`src/rtl/alu_result_stage.sv`:
```
// Registered result/flag stage after the add/sub/slt datapath, with a 2-entry skid buffer and debug counters.
// Latency: 1 cycle from accept into an empty stage to out_valid.
// Backpressure: in_ready = !skid_valid (registered only); out_* held stable while out_valid && !out_ready.
module alu_result_stage #(
  parameter int WIDTH = 32,
  parameter int CNT_W = 16
) (
  input  logic             clk,
  input  logic             rst_n,
  input  logic             in_valid,
  output logic             in_ready,
  input  logic [WIDTH-1:0] in_result,
  input  logic             in_carry,
  input  logic             in_sub,
  input  logic             in_slt,
  input  logic             in_a_msb,
  input  logic             in_b_msb,
  output logic             out_valid,
  input  logic             out_ready,
  output logic [WIDTH-1:0] out_result,
  output logic             out_zero,
  output logic             out_neg,
  output logic             out_carry,
  output logic             out_ovf,
  input  logic             cnt_clr,
  output logic [CNT_W-1:0] txn_count,
  output logic [CNT_W-1:0] ovf_count
);

  typedef struct packed {
    logic [WIDTH-1:0] result;
    logic             zero;
    logic             neg;
    logic             carry;
    logic             ovf;
  } entry_t;

  localparam logic [CNT_W-1:0] CNT_ONE = {{(CNT_W-1){1'b0}}, 1'b1};

  entry_t           in_ent;
  entry_t           main_q, main_d, skid_q, skid_d;
  logic             main_vld_q, main_vld_d, skid_vld_q, skid_vld_d;
  logic [CNT_W-1:0] txn_count_q, txn_count_d, ovf_count_q, ovf_count_d;
  logic             accept, deliver;

  assign in_ready   = ~skid_vld_q;
  assign out_valid  = main_vld_q;
  assign out_result = main_q.result;
  assign out_zero   = main_q.zero;
  assign out_neg    = main_q.neg;
  assign out_carry  = main_q.carry;
  assign out_ovf    = main_q.ovf;
  assign txn_count  = txn_count_q;
  assign ovf_count  = ovf_count_q;

  assign accept  = in_valid & in_ready;
  assign deliver = main_vld_q & out_ready;

  // Flags derived at the input so they travel with the entry; slt results never overflow.
  always_comb begin
    in_ent        = '0;
    in_ent.result = in_result;
    in_ent.zero   = (in_result == '0);
    in_ent.neg    = in_result[WIDTH-1];
    in_ent.carry  = in_carry;
    if (in_slt) begin
      in_ent.ovf = 1'b0;
    end else if (in_sub) begin
      in_ent.ovf = (in_a_msb != in_b_msb) && (in_result[WIDTH-1] != in_a_msb);
    end else begin
      in_ent.ovf = (in_a_msb == in_b_msb) && (in_result[WIDTH-1] != in_a_msb);
    end
  end

  // Main/skid next state: skid drains into main first, otherwise new entries fill the first free slot.
  always_comb begin
    main_d     = main_q;
    main_vld_d = main_vld_q;
    skid_d     = skid_q;
    skid_vld_d = skid_vld_q;
    if (deliver) begin
      if (skid_vld_q) begin
        main_d     = skid_q;
        skid_vld_d = 1'b0;
      end else if (accept) begin
        main_d = in_ent;
      end else begin
        main_vld_d = 1'b0;
      end
    end else if (accept) begin
      if (!main_vld_q) begin
        main_d     = in_ent;
        main_vld_d = 1'b1;
      end else begin
        skid_d     = in_ent;
        skid_vld_d = 1'b1;
      end
    end
  end

  // Debug counters: clear has priority; txn wraps, ovf saturates.
  always_comb begin
    txn_count_d = txn_count_q;
    ovf_count_d = ovf_count_q;
    if (cnt_clr) begin
      txn_count_d = '0;
      ovf_count_d = '0;
    end else if (deliver) begin
      txn_count_d = txn_count_q + CNT_ONE;
      if (main_q.ovf && !(&ovf_count_q)) begin
        ovf_count_d = ovf_count_q + CNT_ONE;
      end
    end
  end

  // State registers; reset drops both entries and zeroes all visible data.
  always_ff @(posedge clk or negedge rst_n) begin
    if (!rst_n) begin
      main_q      <= '0;
      skid_q      <= '0;
      main_vld_q  <= 1'b0;
      skid_vld_q  <= 1'b0;
      txn_count_q <= '0;
      ovf_count_q <= '0;
    end else begin
      main_q      <= main_d;
      skid_q      <= skid_d;
      main_vld_q  <= main_vld_d;
      skid_vld_q  <= skid_vld_d;
      txn_count_q <= txn_count_d;
      ovf_count_q <= ovf_count_d;
    end
  end

endmodule

```
`config.mk`:
```
export PLATFORM = sky130hd
export DESIGN_NAME = alu_result_stage
export DESIGN_NICKNAME = d
export VERILOG_FILES = /design/src/rtl/alu_result_stage.sv
export SDC_FILE = /design/constraint.sdc
export NUM_CORES = 1
export LEC_CHECK = 0
export BUFFER_PORTS_ARGS = -buffer_cell sky130_fd_sc_hd__buf_4
export CORE_MARGIN = 4
export CORE_UTILIZATION = 49
export DETAILED_ROUTE_END_ITERATION = 7
export PLACE_DENSITY = 0.77
export RECOVER_POWER = 100
export SYNTH_ARGS = -nofsm -noshare
export SYNTH_HDL_FRONTEND = slang
export SYNTH_SLANG_ARGS = --single-unit
```
`constraint.sdc`:
```
create_clock -name clk -period 1.9 [get_ports clk]
set_input_delay 0.19 -clock clk [delete_from_list [all_inputs] [get_ports clk]]
set_output_delay 0.19 -clock clk [all_outputs]
set_load 0.005 [all_outputs]
```
==> flow_summary.ini <==
[detailed_routing]
wire_per_inst_um = 16.0
ant_nets = 0
vias = 3931
wl_met2_um = 5470
routed_wl_um = 11200
viasPerCell = 5.62
drt-initial-drc-count = 199
first_pass_iters = 4
drc_errors = 0
wl_met1_um = 4600
dr.max_layer_used = met4
wl_met3_um = 1000

[clock_network]
cts_tree = built
clock_path_buffers = 2
worstSkewPairLatency_ps = 390
clock-root-buffer = clkbuf_8
numCtsBuffers = 9
clock_sinks = 104
clk_pin_slew_ps = 120
h-tree-depth = 3

[critical_path]
crit_required_ps = 2170
start_kind = register
critPathMaxFanout = 16
critical-path-max-stage-delay_ps = 400
crit_path_top_delay_cell = dfrtp_1
crit_path_end_kind = register
crit_type = reg -> reg
cp_cell_sequence = ha_1 > nand4_1 > and4bb_2 > nor4_1 > mux2_2
arrival_ps = 2080
rr_worst_depth = 5

[floorplanning]
design.core.area_mm2 = 0.00973
start_util = 0.499
row_count = 36
die_h_um = 108
die_w_um = 108
die_area_mm2 = 0.0116
ios = 112

[placed_design]
dpl_cell_area_mm2 = 0.00595
dp_cells = 682
io_buffer_count = 111
dpl.hpwl_um = 7780
gp_congestion = 0.854

[yosys]
synthArstFlopShare = 1.00
ys.flop_type = dfrtp_1
ys_ff_latch = 104
yosysSeqAreaShare = 0.536
synth_edf_count = 0
synth_cells = 443
ys_warn_count = 0
avgSynthCellArea_um2 = 11.0
synth.distinct_cells = 46
synthesis.nets = 487
synth_area_mm2 = 0.00485

[global_routing]
grt_usage = 0.207
grt_pass1_wl_um = 19200
grt_max_degree = 105
grt_pass1_vias = 3999
antenna_found_initial = 0
gr-total-overflow = 0

[cells_and_area]
diodes = 0
drive_above_1_share = 0.311
finish.instance_area_mm2 = 0.00607
final_cells = 699
synthToLayoutAreaGrowth_pct = 25.1
nNetsFinal = 605
fill_cells = 824
final_core_util = 0.624

[timing]
fin_crit_ps = 1810
tightest_slew_ps = 1290
fin_crit_sh = 0.953
final-setup-viol-count = 0
fin_tns_setup_ps = 0
fmax_mhz = 552
finClkSkew_ps = 22.5
slew_headroom = 0.139
rsz0062_at_grt = false
hold_violations = 0
drv_slew = 0

[pwr]
ir_worst_vdd_uv = 861
p_total_mw = 7.09
power_density_mw_per_mm2 = 1170
power.leakage_nw = 2.80

[worst_hold_path]
min_path_type = in -> reg
holdPathStages = 2

[outcome]
status = finished clean

[flow_run]
cap_violations = 0
worst max-delay path: cells and delay by family, from the launching register on:
kind,cells,cell delay (ps)
fa+ha+maj,1,210
simple gates,3,720
flops,1,400
mux,1,370
layout make-up:
cell class                 count  area (um2)  share of cell area
clock buffer                   9         124              0.0204
clock inverter                 7        71.3              0.0118
inverter                       8        30.0             0.00495
multi-input combinational    307        2130               0.350
sequential                   104        2600               0.429
tap                          133         166              0.0274
timing repair buffer         131         950               0.156
routing by layer:
layer  up-vias  global-route usage
li1       1846                   -
met1      1943               0.260
met2       132               0.343
met3        10              0.0792
met4         0              0.0406
met5         -                   0
cell families after synthesis:
| logic type | after synthesis | share of synthesized area |
|---|---|---|
| and+or+nand+nor | 147 | 0.163 |
| muxes | 73 | 0.160 |
| DFF | 104 | 0.536 |
| xor gates and xnor gates | 10 | 0.0180 |
| AOI/OAI and AO/OA | 75 | 0.0882 |
| buffers and inverters | 32 | 0.0291 |
| adders and majority gates | 2 | 0.00516 |
final timing paths:
path / from / end / slack (ps)
worst max-delay path: ovf_count[0] / ovf_count[9] / 90
worst min-delay path: in_carry / skid_q[1] / 30
max in group asynchronous: rst_n / out_result[22] / 350
worst max register to register: ovf_count[0] / ovf_count[9] / 90
worst min register to register: skid_q[5] / skid_q[5] / 520
min in group asynchronous: rst_n / out_result[5] / 740
through the flow:
stage / setup WS (ps) / hold WS [ps]
after global placement: 145 / 301
after floorplan: 63.0 / -106
final: 90.0 / 35.0
after global routing: 2.03 / 12.3
after detailed placement: 116 / 306
after CTS: 103 / 18.4
cells in the final DEF (no fill, tap or decap), drive strengths merged, types with 2 or more instances in the layout:
cell    Yosys  routed
a21oi      50      50
and2        2       2
and3        3       3
and4        5       5
buf        16      57
clkbuf      8      82
clkinv      0       3
dfrtp     104     104
ha          2       2
inv         8      12
mux2       38      38
mux2i      35      35
nand2      11      11
nand2b      4       4
nand3      14      14
nand4      16      16
nor2       50      50
nor2b       6       6
nor3        6       6
nor4       14      14
o21ai      10      10
o31ai       5       5
or3         8       8
or4         5       5
xnor2       3       3
xor2        7       7
registers in the layout (all words and copies together) (netlist names), 16 cells and up:
register,cells
out_result,32
ovf_count,16
skid_q,35
txn_count,16
cell usage after synthesis (6+ instances only):
| library cell | instances | area share |
|---|---|---|
| or3_1 | 6 | 0.0077 |
| mux2i_1 | 35 | 0.072 |
| buf_2 | 11 | 0.011 |
| mux2_2 | 38 | 0.088 |
| nand3_1 | 13 | 0.013 |
| nor2_1 | 50 | 0.039 |
| inv_1 | 8 | 0.0062 |
| a21oi_1 | 50 | 0.052 |
| nand2_1 | 11 | 0.0085 |
| nor2b_1 | 6 | 0.0077 |
| nor3_1 | 6 | 0.0062 |
| clkbuf_1 | 8 | 0.0062 |
| o21ai_0 | 10 | 0.010 |
| nand4_1 | 15 | 0.019 |
| nor4_1 | 14 | 0.018 |
| dfrtp_1 | 104 | 0.54 |
| xor2_1 | 7 | 0.013 |
power by group:
group          internal (mW)  leakage [nW]  total (mW)  switching, mW
Clock                  0.521         0.101        1.38          0.862
Combinational           1.23          1.42        2.30           1.08
Sequential              2.97          1.28        3.41          0.439
repair_timing:
item / 4_1_cts / 5_1_grt
setup endpoints to repair: 0 / 1
endpoints found under the hold margin: 104 / 0
hold buffers: 1 / 0
resized for setup: 0 / 1
buffers inserted: 0 / 0
Note: power is estimated with default switching activity, not from simulation.
